## src/rtl/smg_scan_funcmod_pkg.sv

```systemverilog
// Shared constants and helpers for the six-digit multiplexed 7-segment driver.
package smg_pkg;

  localparam int NUM_DIG = 6;

  // Active-high {g,f,e,d,c,b,a} pattern for one hex nibble.
  function automatic logic [6:0] hex7(input logic [3:0] nib);
    logic [6:0] s;
    case (nib)
      4'h0: s = 7'h3F;
      4'h1: s = 7'h06;
      4'h2: s = 7'h5B;
      4'h3: s = 7'h4F;
      4'h4: s = 7'h66;
      4'h5: s = 7'h6D;
      4'h6: s = 7'h7D;
      4'h7: s = 7'h07;
      4'h8: s = 7'h7F;
      4'h9: s = 7'h6F;
      4'hA: s = 7'h77;
      4'hB: s = 7'h7C;
      4'hC: s = 7'h39;
      4'hD: s = 7'h5E;
      4'hE: s = 7'h79;
      default: s = 7'h71;
    endcase
    return s;
  endfunction

  function automatic logic [7:0] seg_off(input bit act_low);
    return act_low ? 8'hFF : 8'h00;
  endfunction

  function automatic logic [NUM_DIG-1:0] sel_off(input bit act_low);
    return act_low ? {NUM_DIG{1'b1}} : {NUM_DIG{1'b0}};
  endfunction

endpackage

```

## src/rtl/smg_scan_funcmod_if.sv

```systemverilog
// Display word in, board segment/select pins and frame strobe out.
interface smg_scan_funcmod_if;
  import smg_pkg::*;

  logic [4*NUM_DIG-1:0] iData;
  logic [NUM_DIG-1:0]   iDot;
  logic [NUM_DIG-1:0]   iBlank;
  logic                 iLZS;
  logic [7:0]           SMG_Data;
  logic [NUM_DIG-1:0]   Scan_Sig;
  logic                 oFrame;

  modport master (output iData, iDot, iBlank, iLZS, input SMG_Data, Scan_Sig, oFrame);
  modport slave  (input iData, iDot, iBlank, iLZS, output SMG_Data, Scan_Sig, oFrame);

endinterface

```

## src/rtl/smg_scan_funcmod_hex_decoder.sv

```systemverilog
// Nibble plus decimal point to active-high {dp,g..a}; polarity is applied by the parent.
module smg_hex_decoder
  import smg_pkg::*;
(
  input  logic [3:0] nib,
  input  logic       dp,
  output logic [7:0] seg
);

  assign seg = {dp, hex7(nib)};

endmodule

```

## src/rtl/smg_scan_funcmod.sv

```systemverilog
// Six-digit multiplexed 7-segment scanner with per-frame input latch, ghost blanking,
// per-digit blank, decimal points and leading-zero suppression.
module smg_scan_funcmod
  import smg_pkg::*;
#(
  parameter int CLK_FREQ    = 50_000_000,
  parameter int SCAN_US     = 1000,
  parameter int BLANK_CYC   = 50,
  parameter bit SEG_ACT_LOW = 1'b1,
  parameter bit SEL_ACT_LOW = 1'b1
) (
  input  logic              CLOCK,
  input  logic              RST_n,
  smg_scan_funcmod_if.slave bus
);

  localparam int DIG_CYC = (CLK_FREQ / 1_000_000) * SCAN_US;
  localparam int CNT_W   = $clog2(DIG_CYC);

  localparam logic [CNT_W-1:0]   CNT_LAST  = CNT_W'(DIG_CYC - 1);
  localparam logic [CNT_W-1:0]   CNT_BLANK = CNT_W'(BLANK_CYC);
  localparam logic [2:0]         DIG_LAST  = 3'(NUM_DIG - 1);
  localparam logic [7:0]         SEG_OFF   = seg_off(SEG_ACT_LOW);
  localparam logic [NUM_DIG-1:0] SEL_OFF   = sel_off(SEL_ACT_LOW);

  logic [CNT_W-1:0]     cnt_q, cnt_d;
  logic [2:0]           dig_q, dig_d;
  logic [4*NUM_DIG-1:0] data_q, data_d;
  logic [NUM_DIG-1:0]   dot_q, dot_d;
  logic [NUM_DIG-1:0]   blank_q, blank_d;
  logic                 lzs_q, lzs_d;
  logic                 frame_q, frame_d;
  logic [7:0]           seg_q, seg_d;
  logic [NUM_DIG-1:0]   sel_q, sel_d;

  logic                 load;
  logic                 zero_run;
  logic [NUM_DIG-1:0]   supp;
  logic [3:0]           nib;
  logic [7:0]           dec_seg;
  logic [7:0]           seg_hi;
  logic [NUM_DIG-1:0]   sel_hi;

  assign nib = data_q[{dig_q, 2'b00} +: 4];

  smg_hex_decoder u_dec (
    .nib (nib),
    .dp  (dot_q[dig_q]),
    .seg (dec_seg)
  );

  // A digit is suppressed while every nibble from it up to the top is zero; digit 0 always shows.
  always_comb begin
    zero_run = lzs_q;
    supp     = '0;
    for (int k = NUM_DIG - 1; k >= 1; k--) begin
      zero_run = zero_run & (data_q[4*k +: 4] == 4'h0);
      supp[k]  = zero_run;
    end
  end

  always_comb begin
    load    = (cnt_q == '0) && (dig_q == '0);
    cnt_d   = cnt_q + 1'b1;
    dig_d   = dig_q;
    if (cnt_q == CNT_LAST) begin
      cnt_d = '0;
      dig_d = (dig_q == DIG_LAST) ? 3'd0 : dig_q + 3'd1;
    end

    data_d  = load ? bus.iData  : data_q;
    dot_d   = load ? bus.iDot   : dot_q;
    blank_d = load ? bus.iBlank : blank_q;
    lzs_d   = load ? bus.iLZS   : lzs_q;
    frame_d = load;

    seg_hi = 8'h00;
    sel_hi = '0;
    if ((cnt_q >= CNT_BLANK) && !blank_q[dig_q] && !(supp[dig_q] && !dot_q[dig_q])) begin
      sel_hi = NUM_DIG'(1) << dig_q;
      seg_hi = supp[dig_q] ? 8'h80 : dec_seg;
    end
    seg_d = SEG_ACT_LOW ? ~seg_hi : seg_hi;
    sel_d = SEL_ACT_LOW ? ~sel_hi : sel_hi;
  end

  always_ff @(posedge CLOCK or negedge RST_n) begin
    if (!RST_n) begin
      cnt_q   <= '0;
      dig_q   <= '0;
      data_q  <= '0;
      dot_q   <= '0;
      blank_q <= '0;
      lzs_q   <= 1'b0;
      frame_q <= 1'b0;
      seg_q   <= SEG_OFF;
      sel_q   <= SEL_OFF;
    end else begin
      cnt_q   <= cnt_d;
      dig_q   <= dig_d;
      data_q  <= data_d;
      dot_q   <= dot_d;
      blank_q <= blank_d;
      lzs_q   <= lzs_d;
      frame_q <= frame_d;
      seg_q   <= seg_d;
      sel_q   <= sel_d;
    end
  end

  assign bus.SMG_Data = seg_q;
  assign bus.Scan_Sig = sel_q;
  assign bus.oFrame   = frame_q;

endmodule

```

## src/flat_wrapper.sv

```systemverilog
// flat-port wrapper written by rule: the top's interface ports become plain ports
module smg_scan_funcmod_flat import smg_pkg::*;
#(
  parameter int CLK_FREQ    = 50_000_000,
  parameter int SCAN_US     = 1000,
  parameter int BLANK_CYC   = 50,
  parameter bit SEG_ACT_LOW = 1'b1,
  parameter bit SEL_ACT_LOW = 1'b1
)
  (CLOCK, RST_n, bus_iData, bus_iDot, bus_iBlank, bus_iLZS, bus_SMG_Data, bus_Scan_Sig, bus_oFrame);
  smg_scan_funcmod_if bus_i ();
  input  logic CLOCK;
  input  logic RST_n;
  input wire logic [$bits(bus_i.iData)-1:0] bus_iData;
  input wire logic [$bits(bus_i.iDot)-1:0] bus_iDot;
  input wire logic [$bits(bus_i.iBlank)-1:0] bus_iBlank;
  input wire logic [$bits(bus_i.iLZS)-1:0] bus_iLZS;
  output wire logic [$bits(bus_i.SMG_Data)-1:0] bus_SMG_Data;
  output wire logic [$bits(bus_i.Scan_Sig)-1:0] bus_Scan_Sig;
  output wire logic [$bits(bus_i.oFrame)-1:0] bus_oFrame;
  assign bus_i.iData = bus_iData;
  assign bus_i.iDot = bus_iDot;
  assign bus_i.iBlank = bus_iBlank;
  assign bus_i.iLZS = bus_iLZS;
  assign bus_SMG_Data = bus_i.SMG_Data;
  assign bus_Scan_Sig = bus_i.Scan_Sig;
  assign bus_oFrame = bus_i.oFrame;
  smg_scan_funcmod #(.CLK_FREQ(CLK_FREQ), .SCAN_US(SCAN_US), .BLANK_CYC(BLANK_CYC), .SEG_ACT_LOW(SEG_ACT_LOW), .SEL_ACT_LOW(SEL_ACT_LOW)) u_core (.CLOCK(CLOCK), .RST_n(RST_n), .bus(bus_i));
endmodule
```

## config.mk

```make
export PLATFORM = sky130hd
export DESIGN_NAME = smg_scan_funcmod_flat
export DESIGN_NICKNAME = d
export VERILOG_FILES = /design/src/rtl/smg_scan_funcmod_pkg.sv /design/src/rtl/smg_scan_funcmod_if.sv /design/src/rtl/smg_scan_funcmod_hex_decoder.sv /design/src/rtl/smg_scan_funcmod.sv /design/src/flat_wrapper.sv
export SDC_FILE = /design/constraint.sdc
export NUM_CORES = 1
export LEC_CHECK = 0
export CAP_MARGIN = 15
export CORE_UTILIZATION = 35
export DETAILED_ROUTE_END_ITERATION = 10
export PLACE_DENSITY = 0.53
export SLEW_MARGIN = 20
export SYNTH_ARGS = -nofsm -noshare
export SYNTH_HDL_FRONTEND = slang
export SYNTH_SLANG_ARGS = --single-unit
```

## constraint.sdc

```tcl
create_clock -name CLOCK -period 2.7 [get_ports CLOCK]
set_input_delay 0.54 -clock CLOCK [delete_from_list [all_inputs] [get_ports CLOCK]]
set_output_delay 0.54 -clock CLOCK [all_outputs]
set_load 0.01 [all_outputs]
```

# Word level (Yosys, flattened, before mapping)
# Memory sizes are Yosys's and may differ from the RTL's.
# Index checks and enable logic that the tools add are counted.
[classes] addsub=2 order_cmp=2 eq_ne=2 shift=2 mux=11 bitwise_logic=7 reduce_logical=14
[op_table] op="24-bit by 6-bit variable part select with 4-bit output" count=1
[op_table] op="4-bit logical NOT" count=5
[op_table] op="16-bit by 1-bit adder with 16-bit output (second input constant)" count=1
[op_table] op="16-bit == test (second input constant)" count=1
[op_table] op="16-bit by 6-bit greater-or-equal comparator with 1-bit output (second input constant)" count=1
[op_table] op="16-bit logical NOT" count=1
[op_table] op="16-bit 2-to-1 mux" count=1
[op_table] op="8-bit 2-to-1 mux" count=2
[op_table] op="1-bit binary-select mux with 3-bit select" count=3
[op_table] op="8-bit NOT" count=1
[op_table] op="6-bit 2-to-1 mux" count=1
[op_table] op="6-bit NOT" count=1
[op_table] op="1-bit by 3-bit << shifter with 6-bit output (first input constant)" count=1
[op_table] op="1-bit bitwise AND" count=5
[op_table] op="1-bit logical AND" count=4
[op_table] op="3-bit by 4-bit less-than comparator with 1-bit output (second input constant)" count=1
[op_table] op="3-bit by 1-bit adder with 3-bit output (second input constant)" count=1
[op_table] op="3-bit == test (second input constant)" count=1
[op_table] op="1-bit logical NOT" count=3
[op_table] op="3-bit logical NOT" count=1
[op_table] op="1-bit 2-to-1 mux" count=3
[op_table] op="3-bit 2-to-1 mux" count=1
[totals] reg_bits=71 mem_bits_ro=112 input_bits=39 output_inout_bits=15 elab_cells=50 memories=1
[mem_list] memory="(no name shown)" words=16 width=7 read_ports=1 rd_ports_with_merged_regs=0 write_ports=0 line_no="smg_scan_funcmod_pkg.sv:9" text="case (nib)"

# Depth between registers and ports, before layout
# Gate-level depths: netlist of the first run.
[depth] depth_word=13 ltp_mapped=11

# Hierarchy
# Synthesis of the first run repeated with hierarchy kept, for this count alone.
[hier_totals] hier_cells=285 area_unflattened_um2=3534.6
[by_module_without_submodules] module="smg_scan_funcmod" instances=1 cells_per_inst=251 area_each_um2=3239.4 seq_area_each_um2=1794.2
[by_module_without_submodules] module="smg_hex_decoder" instances=1 cells_per_inst=34 area_each_um2=295.3 seq_area_each_um2=0.0

# Least setup slack after synthesis of the first run
# OpenSTA, ideal clock, no wires.
[synth_path] path_kind="reg2reg" from="register u_core.dig_q[0]" to="register u_core.seg_q[3], in the netlist u_core.bus.SMG_Data[3]" setup_ns=0.079 t_arrival_ns=2.126 slack_ns=0.495 path_stages_with_launch=10 synth_period_minus_slack_ns=2.205 path_cell_list="dfrtp_1 buf_2 mux4_2 mux2_2 inv_1 ha_1 inv_1 o21ai_0 a21oi_1 o21ai_0"
[synth_between] elab_chain_len=8 elab_cells_between_ends=17 cone_classes="1 x shift; 8 x mux; 1 x bitwise; 6 x reduce/logical; 1 x memory"
[synth_lines] element="start, declared" line_no="smg_scan_funcmod.sv:27" text="logic [2:0] dig_q, dig_d;"
[synth_lines] element="start signal, assigned" line_no="smg_scan_funcmod.sv:100" text="dig_q <= dig_d;"
[synth_lines] element="branches (longest 6 deep; another with memory 16 x 7 bit)"
[synth_lines] element="8-bit 2-to-1 mux (*)" line_no="smg_scan_funcmod.sv:79" text="if ((cnt_q >= CNT_BLANK) && !blank_q[dig_q] && !(supp[dig_q] && !dot_q[dig_q])) begin"
[synth_lines] element="8-bit NOT (*)" line_no="smg_scan_funcmod.sv:83" text="seg_d = SEG_ACT_LOW ? ~seg_hi : seg_hi;"
[synth_lines] element="net u_core.seg_d[3]" line_no="smg_scan_funcmod.sv:33" text="logic [7:0] seg_q, seg_d;"
[synth_lines] element="end signal, assigned" line_no="smg_scan_funcmod.sv:106" text="seg_q <= seg_d;"
[synth_lines] element="end, declared" line_no="smg_scan_funcmod.sv:33"
# Mark *: on every way through the listed nets, which the timed path passes. The select of a mux whose other input is x is not followed.
# A chain may end at the register's enable or synchronous reset.

# Final worst setup path of the first run
[layout_path] from="register u_core.dig_q[0]" to="register u_core.seg_q[5], in the netlist u_core.bus.SMG_Data[5]"
# The elaborated chain is that of the path after synthesis.

==> results of run 1 <==
-- worst max-delay path, cell delays in order (launching register included) --
cell	delay, ns
dfrtp_1	0.61
mux4_2	0.56
and2_0	0.17
a221o_1	0.30
nor2_1	0.41
o221ai_1	0.24
-- through the flow --
step	total power (W)	instance area, um2	setup slack (ns)	util [%]	hold slack (ns)
2_1_floorplan	0.00120	3480	0.495	-	0.244
3_3_place_gp	0.00130	4160	0.393	42.7	0.489
3_5_place_dp	0.00130	4160	0.286	42.7	0.495
4_1_cts	0.00225	4380	0.258	45.0	0.224
5_1_grt	0.00233	4380	0.157	45.0	0.243
6_report	0.00221	4380	0.304	45.0	0.220
-- sequential cells by signal, indices dropped and copies added, names as in the netlist --
name and cells:
u_core.cnt_q 16, u_core.blank_q 6, u_core.dig_q 3, u_core.bus.oFrame 1, u_core.dot_q 6, u_core.bus.SMG_Data 8
u_core.lzs_q 1, u_core.data_q 24, u_core.bus.Scan_Sig 6
-- layout make-up --
cell class                      count  area (um2)  area share [%]
Timing Repair Buffer               62         618            14.1
Inverter                            8        30.0           0.686
Sequential cell                    71        1790            41.0
Clock buffer                       11         141            3.23
Multi-Input combinational cell    177        1550            35.3
Clock inverter                      5        81.3            1.86
Tap cell                          133         166            3.80
-- metal layers --
metal | GRT usage (%) | routed length, um | up-vias
li1 | - | - | 1090
met1 | 22.1 | 3480 | 1086
met2 | 22.5 | 3070 | 48
met3 | 4.28 | 317 | 5
met4 | 4.35 | 60 | 0
met5 | 0 | 0 | -
-- cell usage in the layout, fill, tap and decap left out, types with 2 or more instances in the layout --
cell             instances
dfrtp_1                 57
clkdlybuf4s50_1         52
mux2_2                  25
mux2_4                  19
nor2_1                  18
nand2_1                 15
dfstp_2                 14
nand3_1                 12
clkbuf_8                10
ha_1                     9
xnor2_1                  8
inv_1                    7
nor4_1                   7
xor2_1                   7
buf_4                    7
mux4_2                   6
a21oi_1                  5
o211ai_1                 4
o21ai_0                  4
nor3_1                   4
nor2b_1                  3
a22o_1                   3
a22oi_1                  3
or4_1                    3
o221ai_1                 3
nand4_1                  3
mux2i_1                  2
or3_1                    2
bufinv_16                2
buf_12                   2
-- how the worst max path moves through the flow --
stage	from	to	slack (ns)	cells past startpoint
final	u_core.dig_q[0]	u_core.bus.SMG_Data[5]	0.30	5
after global routing	u_core.dig_q[0]	u_core.bus.SMG_Data[6]	0.16	5
after detailed placement	u_core.dig_q[0]	u_core.bus.SMG_Data[5]	0.29	5
after CTS	u_core.dig_q[0]	u_core.bus.SMG_Data[5]	0.26	5
after global placement	u_core.dig_q[0]	u_core.bus.SMG_Data[5]	0.39	5
after floorplan	u_core.dig_q[0]	u_core.bus.SMG_Data[3]	0.50	9
-- logic make-up (layout without fill, tap and decap cells) --
family / after synthesis / in the layout / synth area share [%]
multiplexers: 52 / 52 / 20.7
buffers and inverters: 22 / 86 / 4.06
XOR/XNOR: 15 / 15 / 3.77
AO/OA/AOI/OAI: 26 / 26 / 5.32
adder cells (fa/ha/maj): 9 / 9 / 3.23
AND/OR/NAND/NOR: 75 / 75 / 11.4
flip-flops: 71 / 71 / 51.5
-- power by group through the flow --
stage	Clock [W]	Combinational, W	Sequential [W]
detailed placement	0	0.000164	0.00114
CTS	0.000968	0.000165	0.00112
global route	0.00103	0.000178	0.00112
finish	0.000937	0.000161	0.00111
floorplan	0	0.0000720	0.00112
global placement	0	0.000162	0.00114
==> impl_metrics.tcl, run 1 <==
set metrics [dict create \
    overflow 0 \
    leakagePower_nw 1.81 \
    worst_ir_drop_vdd_uv 209 \
    switching_power_w 0.000474 \
    clock_tree_from_tritoncts "yes" \
    ant_nets 0 \
    power_frac_clock_pct 42.3 \
    numClockSinks 71 \
    syn_area_mm2 0.00348 \
    die_width_um 102 \
    core_rows 36 \
    drt-total-wl_um 6930 \
    timing.final.crit_period_ns 2.40 \
    placement.io_buffers 53 \
    timing.critical_path.from_type "register" \
    post_cts_resized 0 \
    final_hold_viols 0 \
    power.sequential.fraction_pct 50.4 \
    synth_edf_count 0 \
    postSynth.topFlopCell "dfrtp_1" \
    critPathKind "register to register" \
    power_frac_comb_pct 7.3 \
    wire_per_inst_um 14.8 \
    insertedDiodeCount 0 \
    timing.critical_path.required_ns 2.93 \
    mappedNetlistNets 318 \
    dpl.cell_count 451 \
    syn-instance-count 270 \
    nFillCells 939 \
    first_pass_grt_wire_length_um 11900 \
    grt_setup_unrepaired "false" \
    synthDominantCellAreaShare_pct 40.9 \
    floorplan.die_area_mm2 0.0104 \
    report.final.slew_viol_count 0 \
    timing.final.crit_share_pct 88.7 \
    clk-insertion-delay-late_ns 0.34 \
    synth.most_common_cell "dfrtp_1" \
    area_growth_pct 25.7 \
    outcome "finished clean" \
    fin_worst_skew_ns 0.0105 \
    final_net_count 377 \
    vias 2229 \
    slew_headroom_pct 57.9 \
    htreeDepth 3 \
    yosysUniqueCellTypes 42 \
    timing.critical_path.arrival_ns 2.62 \
    layout-drive-gt1-share_pct 27.8 \
    ys_top_cells_by_count "dfrtp_1, mux2_2, mux2_4, nor2_1, nand2_1" \
    grt_start_max_net_pins 72 \
    rr_worst_depth 5 \
    via_per_inst 4.77 \
    cts.reportedPaths.clkPinSlew_ns 0.08 \
    postCtsHoldBufs 0 \
    fin_tns_setup_ns 0 \
    core_mm2 0.00973 \
    setup_violations 0 \
    achievable-frequency_ghz 0.417 \
    place_congestion 0.765 \
    tritoncts.num_buffers 9 \
    cts_buffer_depth 2 \
    setup.reg_to_reg.worst_slack_ns 0.30 \
    biggest_fanout_along_the_worst_timing_path 10 \
    drt_pre_antenna_iters 4 \
    hpwlAfterDp_um 5000 \
    remaining_drc_errors 0 \
    power_switching_share_pct 21.4 \
    dieHeight_um 102 \
    postCtsSetupRepairBufs 0 \
    dr.first_iter.drc_count 111 \
    p_int_w 0.00174 \
    power.density_mw_per_mm2 505 \
    ys_seq_elements 71 \
    ios 54 \
    initial_core_util_pct 35.8 \
    critical_path.reg2reg.startpoint "u_core.dig_q[0]" \
    post-synth-top-area-cell "dfrtp_1" \
    grt_pass1_vias 2302 \
    synth-async-reset-ratio_pct 100 \
    worstSetupEndpointType "register" \
    r2r-end "u_core.bus.SMG_Data[5]" \
    antenna_found_initial 0 \
    globalRouteTotalUtil_pct 15.3 \
    syn_avg_cell_area_um2 12.9 \
    seq_area_frac_synth_pct 51.5 \
    number_of_max_cap_violations 0 \
    clk_root_buffer_cell "clkbuf_8" \
    synth_top_cells_by_area "dfrtp_1, dfstp_2, mux2_4" \
    yosys_warnings 0 \
    stdcell_count 467 \
    timing_worst_slew_pin_value_ns 0.625 \
    hp-class "input port to asynchronous set/reset pin" \
]
Note: power is estimated with default switching activity, not from simulation.
==> run 2: changes to the inputs <==
Settings changed: CAP_MARGIN 15 to unset, CTS_CLUSTER_SIZE set to 8.
==> results of run 2 <==
Final layout, timing and power as in run 1 (identical DEF).
==> run 3: changes to the inputs <==
Settings changed: CTS_CLUSTER_DIAMETER set to 40.
==> results of run 3 <==
Final layout, timing and power as in run 1 (identical DEF).
